File: src/rtl/des_pkg.sv
// Shared DES constants, FSM encoding and permutation/round helpers
// used by the iterative engine and its subkey generator.
package des_pkg;

    localparam int BLK_W  = 64;
    localparam int KEY_W  = 56;
    localparam int SUB_W  = 48;
    localparam int HALF_W = 28;

    typedef enum logic [1:0] {
        S_IDLE,
        S_ROUND,
        S_DONE
    } state_t;

    localparam int SHIFT_TBL [16] = '{
        1, 1, 2, 2, 2, 2, 2, 2, 1, 2, 2, 2, 2, 2, 2, 1
    };

    localparam int PC1_T [56] = '{
        57, 49, 41, 33, 25, 17,  9,  1, 58, 50, 42, 34, 26, 18,
        10,  2, 59, 51, 43, 35, 27, 19, 11,  3, 60, 52, 44, 36,
        63, 55, 47, 39, 31, 23, 15,  7, 62, 54, 46, 38, 30, 22,
        14,  6, 61, 53, 45, 37, 29, 21, 13,  5, 28, 20, 12,  4
    };

    localparam int PC2_T [48] = '{
        14, 17, 11, 24,  1,  5,  3, 28, 15,  6, 21, 10,
        23, 19, 12,  4, 26,  8, 16,  7, 27, 20, 13,  2,
        41, 52, 31, 37, 47, 55, 30, 40, 51, 45, 33, 48,
        44, 49, 39, 56, 34, 53, 46, 42, 50, 36, 29, 32
    };

    localparam int IP_T [64] = '{
        58, 50, 42, 34, 26, 18, 10, 2, 60, 52, 44, 36, 28, 20, 12, 4,
        62, 54, 46, 38, 30, 22, 14, 6, 64, 56, 48, 40, 32, 24, 16, 8,
        57, 49, 41, 33, 25, 17,  9, 1, 59, 51, 43, 35, 27, 19, 11, 3,
        61, 53, 45, 37, 29, 21, 13, 5, 63, 55, 47, 39, 31, 23, 15, 7
    };

    localparam int FP_T [64] = '{
        40, 8, 48, 16, 56, 24, 64, 32, 39, 7, 47, 15, 55, 23, 63, 31,
        38, 6, 46, 14, 54, 22, 62, 30, 37, 5, 45, 13, 53, 21, 61, 29,
        36, 4, 44, 12, 52, 20, 60, 28, 35, 3, 43, 11, 51, 19, 59, 27,
        34, 2, 42, 10, 50, 18, 58, 26, 33, 1, 41,  9, 49, 17, 57, 25
    };

    localparam int E_T [48] = '{
        32,  1,  2,  3,  4,  5,  4,  5,  6,  7,  8,  9,
         8,  9, 10, 11, 12, 13, 12, 13, 14, 15, 16, 17,
        16, 17, 18, 19, 20, 21, 20, 21, 22, 23, 24, 25,
        24, 25, 26, 27, 28, 29, 28, 29, 30, 31, 32,  1
    };

    localparam int P_T [32] = '{
        16,  7, 20, 21, 29, 12, 28, 17,  1, 15, 23, 26,  5, 18, 31, 10,
         2,  8, 24, 14, 32, 27,  3,  9, 19, 13, 30,  6, 22, 11,  4, 25
    };

    // Entry 0 of each S-box sits in the top nibble; row-major 4x16.
    localparam logic [255:0] SBOX [8] = '{
        256'hE4D12FB83A6C59070F74E2D1A6CB953841E8D62BFC973A50FC8249175B3EA06D,
        256'hF18E6B34972DC05A3D47F28EC01A69B50E7BA4D158C6932FD8A13F42B67C05E9,
        256'hA09E63F51DC7B428D709346A285ECBF1D6498F30B12C5AE71AD069874FE3B52C,
        256'h7DE3069A1285BC4FD8B56F03472C1AE9A690CB7DF13E52843F06A1D8945BC72E,
        256'h2C417AB6853FD0E9EB2C47D150FA3986421BAD78F9C5630EB8C71E2D6F09A453,
        256'hC1AF92680D34E75BAF427C9561DE0B389EF528C3704A1DB6432C95FABE17608D,
        256'h4B2EF08D3C975A61D0B7491AE35C2F8614BDC37EAF6805926BD814A7950FE23C,
        256'hD2846FB1A93E50C71FD8A374C56B0E927B419CE206ADF35821E74A8DFC90356B
    };

    function automatic logic [63:0] des_ip(input logic [63:0] x);
        logic [63:0] y;
        for (int i = 0; i < 64; i++) y[63-i] = x[64-IP_T[i]];
        return y;
    endfunction

    function automatic logic [63:0] des_ip_inv(input logic [63:0] x);
        logic [63:0] y;
        for (int i = 0; i < 64; i++) y[63-i] = x[64-FP_T[i]];
        return y;
    endfunction

    function automatic logic [55:0] des_pc1(input logic [63:0] x);
        logic [55:0] y;
        for (int i = 0; i < 56; i++) y[55-i] = x[64-PC1_T[i]];
        return y;
    endfunction

    function automatic logic [47:0] des_pc2(input logic [55:0] x);
        logic [47:0] y;
        for (int i = 0; i < 48; i++) y[47-i] = x[56-PC2_T[i]];
        return y;
    endfunction

    function automatic logic [31:0] des_f(
        input logic [31:0] r,
        input logic [47:0] k
    );
        logic [47:0] x;
        logic [31:0] s;
        logic [31:0] y;
        logic [5:0]  b;
        int          idx;
        for (int i = 0; i < 48; i++) x[47-i] = r[32-E_T[i]];
        x = x ^ k;
        for (int j = 0; j < 8; j++) begin
            b   = x[47-6*j -: 6];
            idx = int'({b[5], b[0], b[4:1]});
            s[31-4*j -: 4] = SBOX[j][255-4*idx -: 4];
        end
        for (int i = 0; i < 32; i++) y[31-i] = s[32-P_T[i]];
        return y;
    endfunction

    function automatic logic [27:0] rotl(input logic [27:0] x, input int n);
        case (n)
            1:       return {x[26:0], x[27]};
            2:       return {x[25:0], x[27:26]};
            default: return x;
        endcase
    endfunction

    function automatic logic [27:0] rotr(input logic [27:0] x, input int n);
        case (n)
            1:       return {x[0], x[27:1]};
            2:       return {x[1:0], x[27:2]};
            default: return x;
        endcase
    endfunction

endpackage

File: src/rtl/des_subkey_gen.sv
// Combinational on-the-fly key schedule: rotates {C,D} for the current
// round (left for encrypt, right for decrypt) and emits PC2 of the result.
module des_subkey_gen
    import des_pkg::*;
#(
    parameter bit DECRYPT_EN = 1'b1
) (
    input  logic [KEY_W-1:0] i_cd,
    input  logic [4:0]       i_round,
    input  logic             i_mode,
    output logic [KEY_W-1:0] o_cd,
    output logic [SUB_W-1:0] o_kn
);

    logic [3:0]       w_fidx;
    logic [KEY_W-1:0] w_fwd;

    assign w_fidx = i_round[3:0] - 4'd1;
    assign w_fwd  = {rotl(i_cd[KEY_W-1:HALF_W], SHIFT_TBL[w_fidx]),
                     rotl(i_cd[HALF_W-1:0], SHIFT_TBL[w_fidx])};

    generate
        if (DECRYPT_EN) begin : g_rev
            logic [3:0]       w_ridx;
            int               w_ramt;
            logic [KEY_W-1:0] w_rev;
            // Round n of decrypt undoes the shift that led into key 18-n;
            // round 1 starts from PC1 since the total rotation is 28.
            assign w_ridx = 4'd1 - i_round[3:0];
            assign w_ramt = (i_round == 5'd1) ? 0 : SHIFT_TBL[w_ridx];
            assign w_rev  = {rotr(i_cd[KEY_W-1:HALF_W], w_ramt),
                             rotr(i_cd[HALF_W-1:0], w_ramt)};
            assign o_cd   = i_mode ? w_rev : w_fwd;
        end else begin : g_fwd
            assign o_cd = w_fwd;
        end
    endgenerate

    assign o_kn = des_pc2(o_cd);

endmodule

File: src/rtl/des_iter_engine.sv
// Iterative DES engine: one Feistel round per clock with valid/ready
// handshakes on both sides and an on-the-fly key schedule.
module des_iter_engine
    import des_pkg::*;
#(
    parameter bit DECRYPT_EN = 1'b1
) (
    input  logic           clk,
    input  logic           rst,
    input  logic           in_valid,
    output logic           in_ready,
    input  logic           decrypt,
    input  logic [BLK_W:1] din,
    input  logic [BLK_W:1] key,
    output logic           out_valid,
    input  logic           out_ready,
    output logic [BLK_W:1] dout,
    output logic           busy
);

    state_t           r_state;
    state_t           w_state_nx;
    logic [31:0]      r_l;
    logic [31:0]      r_r;
    logic [KEY_W-1:0] r_cd;
    logic [4:0]       r_round;
    logic             r_mode;
    logic [BLK_W:1]   r_dout;
    logic [KEY_W-1:0] w_cd_nx;
    logic [SUB_W-1:0] w_kn;
    logic [31:0]      w_f;
    logic             w_accept;

    des_subkey_gen #(
        .DECRYPT_EN(DECRYPT_EN)
    ) u_keygen (
        .i_cd   (r_cd),
        .i_round(r_round),
        .i_mode (r_mode),
        .o_cd   (w_cd_nx),
        .o_kn   (w_kn)
    );

    assign w_f      = des_f(r_r, w_kn);
    assign w_accept = (r_state == S_IDLE) && in_valid;

    // State register
    always_ff @(posedge clk) begin
        if (rst) r_state <= S_IDLE;
        else     r_state <= w_state_nx;
    end

    // Next-state: accept in IDLE, 16 rounds, hold result until taken
    always_comb begin
        w_state_nx = r_state;
        unique case (r_state)
            S_IDLE:  if (in_valid) w_state_nx = S_ROUND;
            S_ROUND: if (r_round == 5'd16) w_state_nx = S_DONE;
            S_DONE:  if (out_ready) w_state_nx = S_IDLE;
            default: w_state_nx = S_IDLE;
        endcase
    end

    // Datapath: load on accept, one round per cycle, latch final block
    always_ff @(posedge clk) begin
        if (rst) begin
            r_l     <= '0;
            r_r     <= '0;
            r_cd    <= '0;
            r_round <= '0;
            r_mode  <= 1'b0;
            r_dout  <= '0;
        end else if (w_accept) begin
            {r_l, r_r} <= des_ip(din);
            r_cd       <= des_pc1(key);
            r_mode     <= decrypt & DECRYPT_EN;
            r_round    <= 5'd1;
        end else if (r_state == S_ROUND) begin
            r_l  <= r_r;
            r_r  <= r_l ^ w_f;
            r_cd <= w_cd_nx;
            if (r_round != 5'd16) r_round <= r_round + 5'd1;
            else r_dout <= des_ip_inv({r_l ^ w_f, r_r});
        end
    end

    assign in_ready  = (r_state == S_IDLE);
    assign out_valid = (r_state == S_DONE);
    assign busy      = (r_state != S_IDLE);
    assign dout      = r_dout;

endmodule

File: config.mk
export PLATFORM = sky130hd
export DESIGN_NAME = des_iter_engine
export DESIGN_NICKNAME = d
export VERILOG_FILES = /design/src/rtl/des_pkg.sv /design/src/rtl/des_subkey_gen.sv /design/src/rtl/des_iter_engine.sv
export SDC_FILE = /design/constraint.sdc
export NUM_CORES = 1
export LEC_CHECK = 0
export BUFFER_PORTS_ARGS = -buffer_cell sky130_fd_sc_hd__buf_2
export CAP_MARGIN = 0
export CORE_UTILIZATION = 66
export CTS_BUF_LIST = sky130_fd_sc_hd__clkbuf_4
export CTS_CLUSTER_SIZE = 40
export DETAILED_ROUTE_END_ITERATION = 7
export GPL_TIMING_DRIVEN = 1
export PLACE_DENSITY = 0.89
export SLEW_MARGIN = 20
export SYNTH_ARGS = -nofsm -noshare
export SYNTH_HDL_FRONTEND = slang
export SYNTH_HIERARCHICAL = 1
export SYNTH_SLANG_ARGS = --single-unit
File: constraint.sdc
create_clock -name clk -period 11.9 [get_ports clk]
set_input_delay 1.19 -clock clk [delete_from_list [all_inputs] [get_ports clk]]
set_output_delay 1.19 -clock clk [all_outputs]
set_load 0.01 [all_outputs]
==> Word level (Yosys, flattened, before mapping) <==
Memories as Yosys holds them, arrays and structs flattened.
Index checks and enable logic that the tools add are counted.
{ "op_classes": {"add_sub_neg": 11, "order_cmp": 2, "eq_ne": 13, "shift": 8, "n_mux": 23, "n_bitwise": 6, "reduce_logical": 12} }
{ "op_table": {"columns": ["operator", "n"], "rows": [
  ["indexed part select 259 x 9 -> 4 bit (first input constant)", 8],
  ["2-to-1 mux 32 bit", 9],
  ["one-hot mux 28 bit (2 select lines)", 4],
  ["2-to-1 mux 56 bit", 3],
  ["subtractor 8 x 8 -> 9 bit (first input constant)", 8],
  ["equality test 32 x 1 -> 1 bit (second input constant)", 2],
  ["equality test 32 x 2 -> 1 bit (second input constant)", 2],
  ["bitwise XOR 48 bit", 1],
  ["bitwise XOR 32 bit", 1],
  [">= comparator 5 bit (second input constant)", 2],
  ["NOT 4 -> 5 bit", 2],
  ["AND reduction 3 bit", 3],
  ["2-to-1 mux 2 bit", 3],
  ["one-hot mux 2 bit (3 select lines)", 1],
  ["nonzero test 2 bit", 3],
  ["adder 5 x 1 -> 5 bit (second input constant)", 1],
  ["equality test 5 x 1 -> 1 bit (second input constant)", 1],
  ["equality test 5 bit (second input constant)", 1],
  ["!= test 5 bit (second input constant)", 1],
  ["!= test 2 bit (second input constant)", 2],
  ["!= test 4 x 1 -> 1 bit (second input constant)", 1],
  ["AND reduction 2 bit", 2],
  ["nonzero test 4 bit", 1],
  ["subtractor 1 x 4 -> 4 bit (first input constant)", 1],
  ["other kinds (9)", 12]
]} }
{ "word_totals": {"register_bits": 192, "romBits": 1024, "output_inout_bits": 67, "elab_cells": 86, "mem_count": 2} }
{ "memory_table": {"columns": ["memory", "words", "width", "rd", "rd_ports_with_merged_regs", "write_ports", "line_no", "text"], "rows": [
  ["(name not given)", 16, 32, 1, 0, 0, "des_subkey_gen.sv:20", "rotl(i_cd[HALF_W-1:0], SHIFT_TBL[w_fidx])};"],
  ["(name not given)", 16, 32, 1, 0, 0, "des_subkey_gen.sv:30", "assign w_ramt = (i_round == 5'd1) ? 0 : SHIFT_TBL[w_ridx];"]
]} }

==> Longest topological paths before layout <==
{ "logic_depth": {"ltp_word": 15, "mapped_depth": 26} }

==> Modules after synthesis <==
Netlist, hierarchy kept.
{ "modules_own_cells": {"columns": ["mod", "instances", "cells_per_inst", "area_per_inst_um2", "seq_area_each_um2"], "rows": [
  ["des_iter_engine", 1, 1598, 13386.6, 3843.7],
  ["des_subkey_gen", 1, 456, 2760.1, 0.0]
]} }

==> Least setup slack after synthesis <==
Ideal clock, no wire load.
{ "synth_path": {"kind": "register to register", "from": "register r_round[1]", "to": "register r_r[11]", "setup_ns": 0.128, "t_arrival_ns": 4.965, "required_time_ns": 11.772, "slack_ns": 6.807, "path_stages_with_launch": 23, "n_path_buf": 4, "cell_sequence": "dfxtp_1 -> inv_1 -> ha_1 -> mux2_2 -> o31a_1 -> inv_1 -> ha_1 -> clkbuf_1 -> clkbuf_1 -> a22oi_1 -> o21ai_0 -> nand2_1 -> o21ai_1 -> buf_4 -> xor2_1 -> ha_1 -> clkbuf_1 -> mux4_2 -> nor2_1 -> a31oi_1 -> o21a_1 -> mux2_2 -> o21bai_1"} }
{ "synth_via": {"elab_chain_cells": 15, "elab_cells_between_ends": 25} }
{ "synth_rtl": {"columns": ["element", "line_no", "text"], "rows": [
  ["start, declared", "des_iter_engine.sv:26", "logic [4:0] r_round;"],
  ["start signal, assigned", "des_iter_engine.sv:82", "if (r_round != 5'd16) r_round <= r_round + 5'd1;"],
  ["subtractor 1 x 4 -> 4 bit", "des_subkey_gen.sv:29", "assign w_ridx = 4'd1 - i_round[3:0];"],
  ["NOT 4 -> 5 bit (not written as such)", "des_subkey_gen.sv:30", null],
  ["memory (16 x 32 bit)", null, null],
  ["2-to-1 mux 32 bit (not written as such) (2 in series)", "des_subkey_gen.sv:30", null],
  ["2-to-1 mux 32 bit", "des_subkey_gen.sv:30", null],
  ["equality test 32 x 2 -> 1 bit / equality test 32 x 1 -> 1 bit (equally long branches)", "des_pkg.sv:125", "case (n)"],
  ["one-hot mux 28 bit (2 select lines)", "des_pkg.sv:125", null],
  ["2-to-1 mux 56 bit *", "des_subkey_gen.sv:33", "assign o_cd = i_mode ? w_rev : w_fwd;"],
  ["net w_cd_nx[20]", "des_iter_engine.sv:29", "logic [KEY_W-1:0] w_cd_nx;"],
  ["bitwise XOR 48 bit *", "des_pkg.sv:106", "x = x ^ k;"],
  ["subtractor 8 x 8 -> 9 bit *", "des_pkg.sv:110", "s[31-4*j -: 4] = SBOX[j][255-4*idx -: 4];"],
  ["indexed part select 259 x 9 -> 4 bit *", "des_pkg.sv:110", null],
  ["bitwise XOR 32 bit *", "des_iter_engine.sv:80", "r_r <= r_l ^ w_f;"],
  ["2-to-1 mux 32 bit *", "des_iter_engine.sv:78", "end else if (r_state == S_ROUND) begin"],
  ["2-to-1 mux 32 bit *", "des_iter_engine.sv:73", "end else if (w_accept) begin"],
  ["end signal, assigned", "des_iter_engine.sv:74", "{r_l, r_r} <= des_ip(din);"],
  ["end signal, assigned", "des_iter_engine.sv:80", null],
  ["end, declared", "des_iter_engine.sv:24", "logic [31:0] r_r;"]
]} }
The timed path passes the listed nets; every way through them passes the cells marked *. The select of a mux whose other input is x is not followed.
A chain may end at the register's enable or synchronous reset.

==> Worst setup path after layout <==
{ "layout_path": {"from": "register r_round[1]", "to": "register r_dout, in the netlist dout[55]"} }
{ "layout_via": {"elab_chain_cells": 13, "elab_cells_between_ends": 26} }
{ "layout_rtl": {"columns": ["element", "line_no", "text"], "rows": [
  ["subtractor 1 x 4 -> 4 bit", "des_subkey_gen.sv:29", null],
  ["NOT 4 -> 5 bit (not written as such)", "des_subkey_gen.sv:30", null],
  ["memory (16 x 32 bit)", null, null],
  ["2-to-1 mux 32 bit (not written as such) (2 in series)", "des_subkey_gen.sv:30", null],
  ["2-to-1 mux 32 bit", "des_subkey_gen.sv:30", null],
  ["equality test 32 x 2 -> 1 bit / equality test 32 x 1 -> 1 bit (equally long branches)", "des_pkg.sv:125", null],
  ["one-hot mux 28 bit (2 select lines)", "des_pkg.sv:125", null],
  ["2-to-1 mux 56 bit *", "des_subkey_gen.sv:33", null],
  ["net w_cd_nx[0]", "des_iter_engine.sv:29", null],
  ["bitwise XOR 48 bit *", "des_pkg.sv:106", null],
  ["subtractor 8 x 8 -> 9 bit *", "des_pkg.sv:110", null],
  ["indexed part select 259 x 9 -> 4 bit *", "des_pkg.sv:110", null],
  ["bitwise XOR 32 bit *", "des_iter_engine.sv:83", "else r_dout <= des_ip_inv({r_l ^ w_f, r_r});"],
  ["end signal, assigned", "des_iter_engine.sv:83", null],
  ["end, declared", "des_iter_engine.sv:28", "logic [BLK_W:1] r_dout;"]
]} }
Marks and branches as above.

==> results.py <==
metrics = {
    "yosys": {
        "synth_top_family_by_area": "compound AO/OA/AOI/OAI gates",
        "yosysMostFrequentCell": "nand2_1",
        "syn-cell-area_sq_um": 16150,
        "synth.yosys.seq_area_share_pct": 23.80,
        "synth_compound_area_share_pct": 26.11,
        "synth_simple_gate_area_share_pct": 15.78,
        "synth_commonest_cells": "337 x nand2_1, 192 x dfxtp_1, 171 x a21oi_1, 171 x a22oi_1, 124 x clkbuf_1",
        "synthXorXnorAreaFrac_pct": 7.989,
        "synthMuxAreaShare_pct": 11.93,
        "synthFlopType": "dfxtp_1",
        "syn_avg_cell_area_sq_um": 7.861,
        "synth_top_cell_area_share_pct": 23.80,
        "netlist_top_cells_area": "dfxtp_1 24%, a22oi_1 8.0%, nand2_1 7.8%",
        "netlist_instances": 2054,
        "synth_edf_count": 0,
        "yosysTopAreaCell": "dfxtp_1",
        "synthArstFlopShare_pct": 0,
        "synth_nets": 2260,
        "ys_types": 78,
        "yosysWarnings": 6,
        "synth_fa_ha_area_share_pct": 5.657,
        "synth_seq_cells": 192,
    },
    "detailed_routing": {
        "wl_um": 46940,
        "drtIter0Drc": 1946,
        "ant_nets": 0,
        "routedWlPerCell_um": 19.57,
        "drc": 0,
        "num_vias": 15980,
        "via_per_inst": 6.660,
        "first_pass_iters": 6,
    },
    "power_and_ir_drop": {
        "p_total_mw": 3.088,
        "pwr-share-seq_pct": 26.5,
        "internal-power_mw": 1.610,
        "swShare_pct": 47.88,
        "power_density_nw_per_um2": 182.9,
        "combPwrFrac_pct": 61.4,
        "clockPowerShare_pct": 12.1,
        "switching_power_mw": 1.479,
        "p_leak_nw": 6.472,
        "max-vdd-ir-drop_mv": 0.08696,
    },
    "cts": {
        "postCtsSetupRepairBufs": 0,
        "cts_made_buffers": 17,
        "htree_num_levels": 4,
        "holdBufCountCts": 0,
        "clkTransAtPathRegs_ns": 0.17,
        "clock_path_buffers": 2,
        "ctsRootBufferMaster": "clkbuf_4",
        "insertion_delay_ns": 0.62,
        "clock-sinks": 192,
        "postCtsResizedCells": 0,
        "cts_tree": "done",
    },
    "worst_setup_path": {
        "crit_required_ns": 12.44,
        "reg2reg_slack_ns": 5.49,
        "r2r_end": "dout[55]",
        "worstSetupPathDepth": 21,
        "crit_path_cell_trace": "inv_1 > ha_1 > mux2_2 > nand2_1 > nand2_1 > o31a_1 > ha_2 > buf_4 > nand2_1 > o21ai_0 > nand2_1 > o21ai_1 > xor2_1 > ha_1 > inv_1 > mux2_2 > a2111oi_0 > a41oi_1 > o211ai_1 > xor2_1 > a211oi_1",
        "worstPathBufferInverterCount": 3,
        "worstSetupPathType": "flip-flop to flip-flop",
        "cpPeakStageDelay_ns": 0.72,
        "critPathSlowestCell": "buf_4",
        "worstSetupStartpoint": "r_round[1]",
        "cp.arrival_ns": 6.95,
        "rr_worst_depth": 21,
        "crit_path_end_kind": "flip-flop",
        "reg2reg_from": "r_round[1]",
        "worstSetupStartpointType": "flip-flop",
        "crit_path_end": "dout[55]",
        "critPathMostFrequentCell": "nand2_1",
        "cp_max_fo": 112,
        "crit_family": "compound AO/OA/AOI/OAI gates",
    },
    "grt": {
        "grt_busiest_layer": "met2",
        "grt.overflow.total": 0,
        "grt_max_degree": 136,
        "grtUsageMet1_pct": 52.27,
        "met2_usage_pct": 54.59,
        "first_global_vias": 13590,
        "antenna_found_initial": 1,
        "grt_pass1_wl_um": 72060,
        "grt_use_met3_pct": 5.988,
        "grt_usage_pct": 36.49,
    },
    "status": {
        "status": "finished, final reports clean",
    },
    "placement": {
        "dpl-instance-area_sq_um": 16550,
        "io_buffers": 191,
        "gp_congestion": 0.9885,
        "dpl.hpwl_um": 32380,
    },
    "hold_path": {
        "hp-class": "flip-flop to flip-flop",
    },
    "floorplanning": {
        "start_util_pct": 67.98,
        "fp.dieH_um": 158.4,
        "core_sq_um": 23750,
        "rows": 56,
        "fp.dieW_um": 158.4,
        "ioPinCount": 200,
        "dieArea_sq_um": 25090,
    },
    "cells_and_area": {
        "final_util_pct": 71.08,
        "area_growth_pct": 4.564,
        "finish.net_count": 2273,
        "drive_above_1_share_pct": 16.02,
        "design_area_sq_um": 16880,
    },
    "timing": {
        "holdWs_ns": 0.4625,
        "grt_setup_unrepaired": "no",
        "finClkSkew_ns": 0.03179,
        "finalHoldViolCount": 0,
        "tns_ns": 0,
        "slew_viol_final": 0,
        "setup_viol": 0,
        "fmax_mhz": 156.1,
        "min_period_ns": 6.407,
        "worst_pin_slew_ns": 1.068,
        "post-route-period-util_pct": 53.84,
        "slew_headroom_pct": 28.31,
    },
    "job": {
        "maxCapViolCount": 0,
    },
}
cell usage in the layout (no fill, tap or decap), drive strengths merged, types with 8 or more instances in the layout:
cell,n
nand2,337
buf,215
dfxtp,192
a21oi,172
a22oi,171
o21ai,152
mux2i,105
nor2,79
ha,73
xnor2,70
inv,58
xor2,55
nor3,47
mux4,35
a211oi,30
nand3,28
o211ai,25
clkbuf,18
a31oi,16
nand3b,15
o221ai,12
or4,12
nand4b,12
o22ai,10
o311ai,10
and3,10
a2111oi,9
clkinv,9
a211o,8
worst min path at each step:
stage          startpoint        to  slack, ns  depth (start not counted)
4_1_cts          dout[62]  dout[62]       0.46                          2
2_1_floorplan     r_l[26]   r_l[26]       0.44                          2
3_5_place_dp     dout[62]  dout[62]       0.44                          2
6_report         dout[30]  dout[30]       0.46                          2
3_3_place_gp     dout[42]  dout[42]       0.44                          2
5_1_grt          dout[20]  dout[20]       0.49                          2
worst min-delay path, delay by kind of cell (launching register included):
| family | cells | cell delay (ns) |
|---|---|---|
| AND/OR/NAND/NOR | 1 | 0.05 |
| flip-flops | 1 | 0.34 |
| AO/OA/AOI/OAI | 1 | 0.05 |
per-layer routing:
| layer | wire length, um | part of all wire [%] | vias up |
|---|---|---|---|
| met5 | 0 | 0 | - |
| met2 | 20410 | 43 | 935 |
| met3 | 5231 | 11 | 96 |
| met1 | 19750 | 42 | 7505 |
| li1 | - | - | 7441 |
| met4 | 1544 | 3.3 | 0 |
cell families (layout without fill, tap and decap cells):
| family | Yosys count | after routing |
|---|---|---|
| AND/OR/NAND/NOR | 576 | 576 |
| multiplexers | 147 | 147 |
| AO/OA/AOI/OAI | 661 | 661 |
| flip-flops | 192 | 192 |
| XOR/XNOR | 125 | 125 |
| adder cells (fa/ha/maj) | 73 | 73 |
| buffers and inverters | 280 | 305 |
| other | 0 | 1 |
cell type report:
type / count / area (sq um)
Timing Repair Buffer: 215 / 1142
Antenna cell: 1 / 2.502
Multi-Input combinational cell: 1582 / 11000
Clock inverter: 13 / 140.1
Sequential cell: 192 / 3847
Clock buffer: 18 / 135.1
Tap cell: 319 / 399.1
Fill cell: 1916 / 6869
Inverter: 59 / 221.5
metrics by stage:
stage,instances,worst slack [ns]
floorplan,2054,6.807
global placement,2367,6.035
detailed placement,2367,5.829
CTS,2398,5.786
global route,2399,4.925
finish,2399,5.493
power groups by stage:
| stage | Clock, mW | Sequential (mW) | Combinational [mW] |
|---|---|---|---|
| final | 0.373 | 0.819 | 1.90 |
| after global routing | 0.400 | 0.824 | 2.06 |
| after CTS | 0.376 | 0.811 | 1.85 |
| after detailed placement | 0 | 0.826 | 1.84 |
| after global placement | 0 | 0.822 | 1.78 |
| after floorplan | 0 | 0.760 | 1.56 |
state kept, by name, indices dropped and copies added (netlist names):
name / flops
dout: 64
r_cd: 56
r_l: 32
r_r: 32
r_round: 5
r_state: 2
r_mode: 1
(Power assumes the default switching activity.)
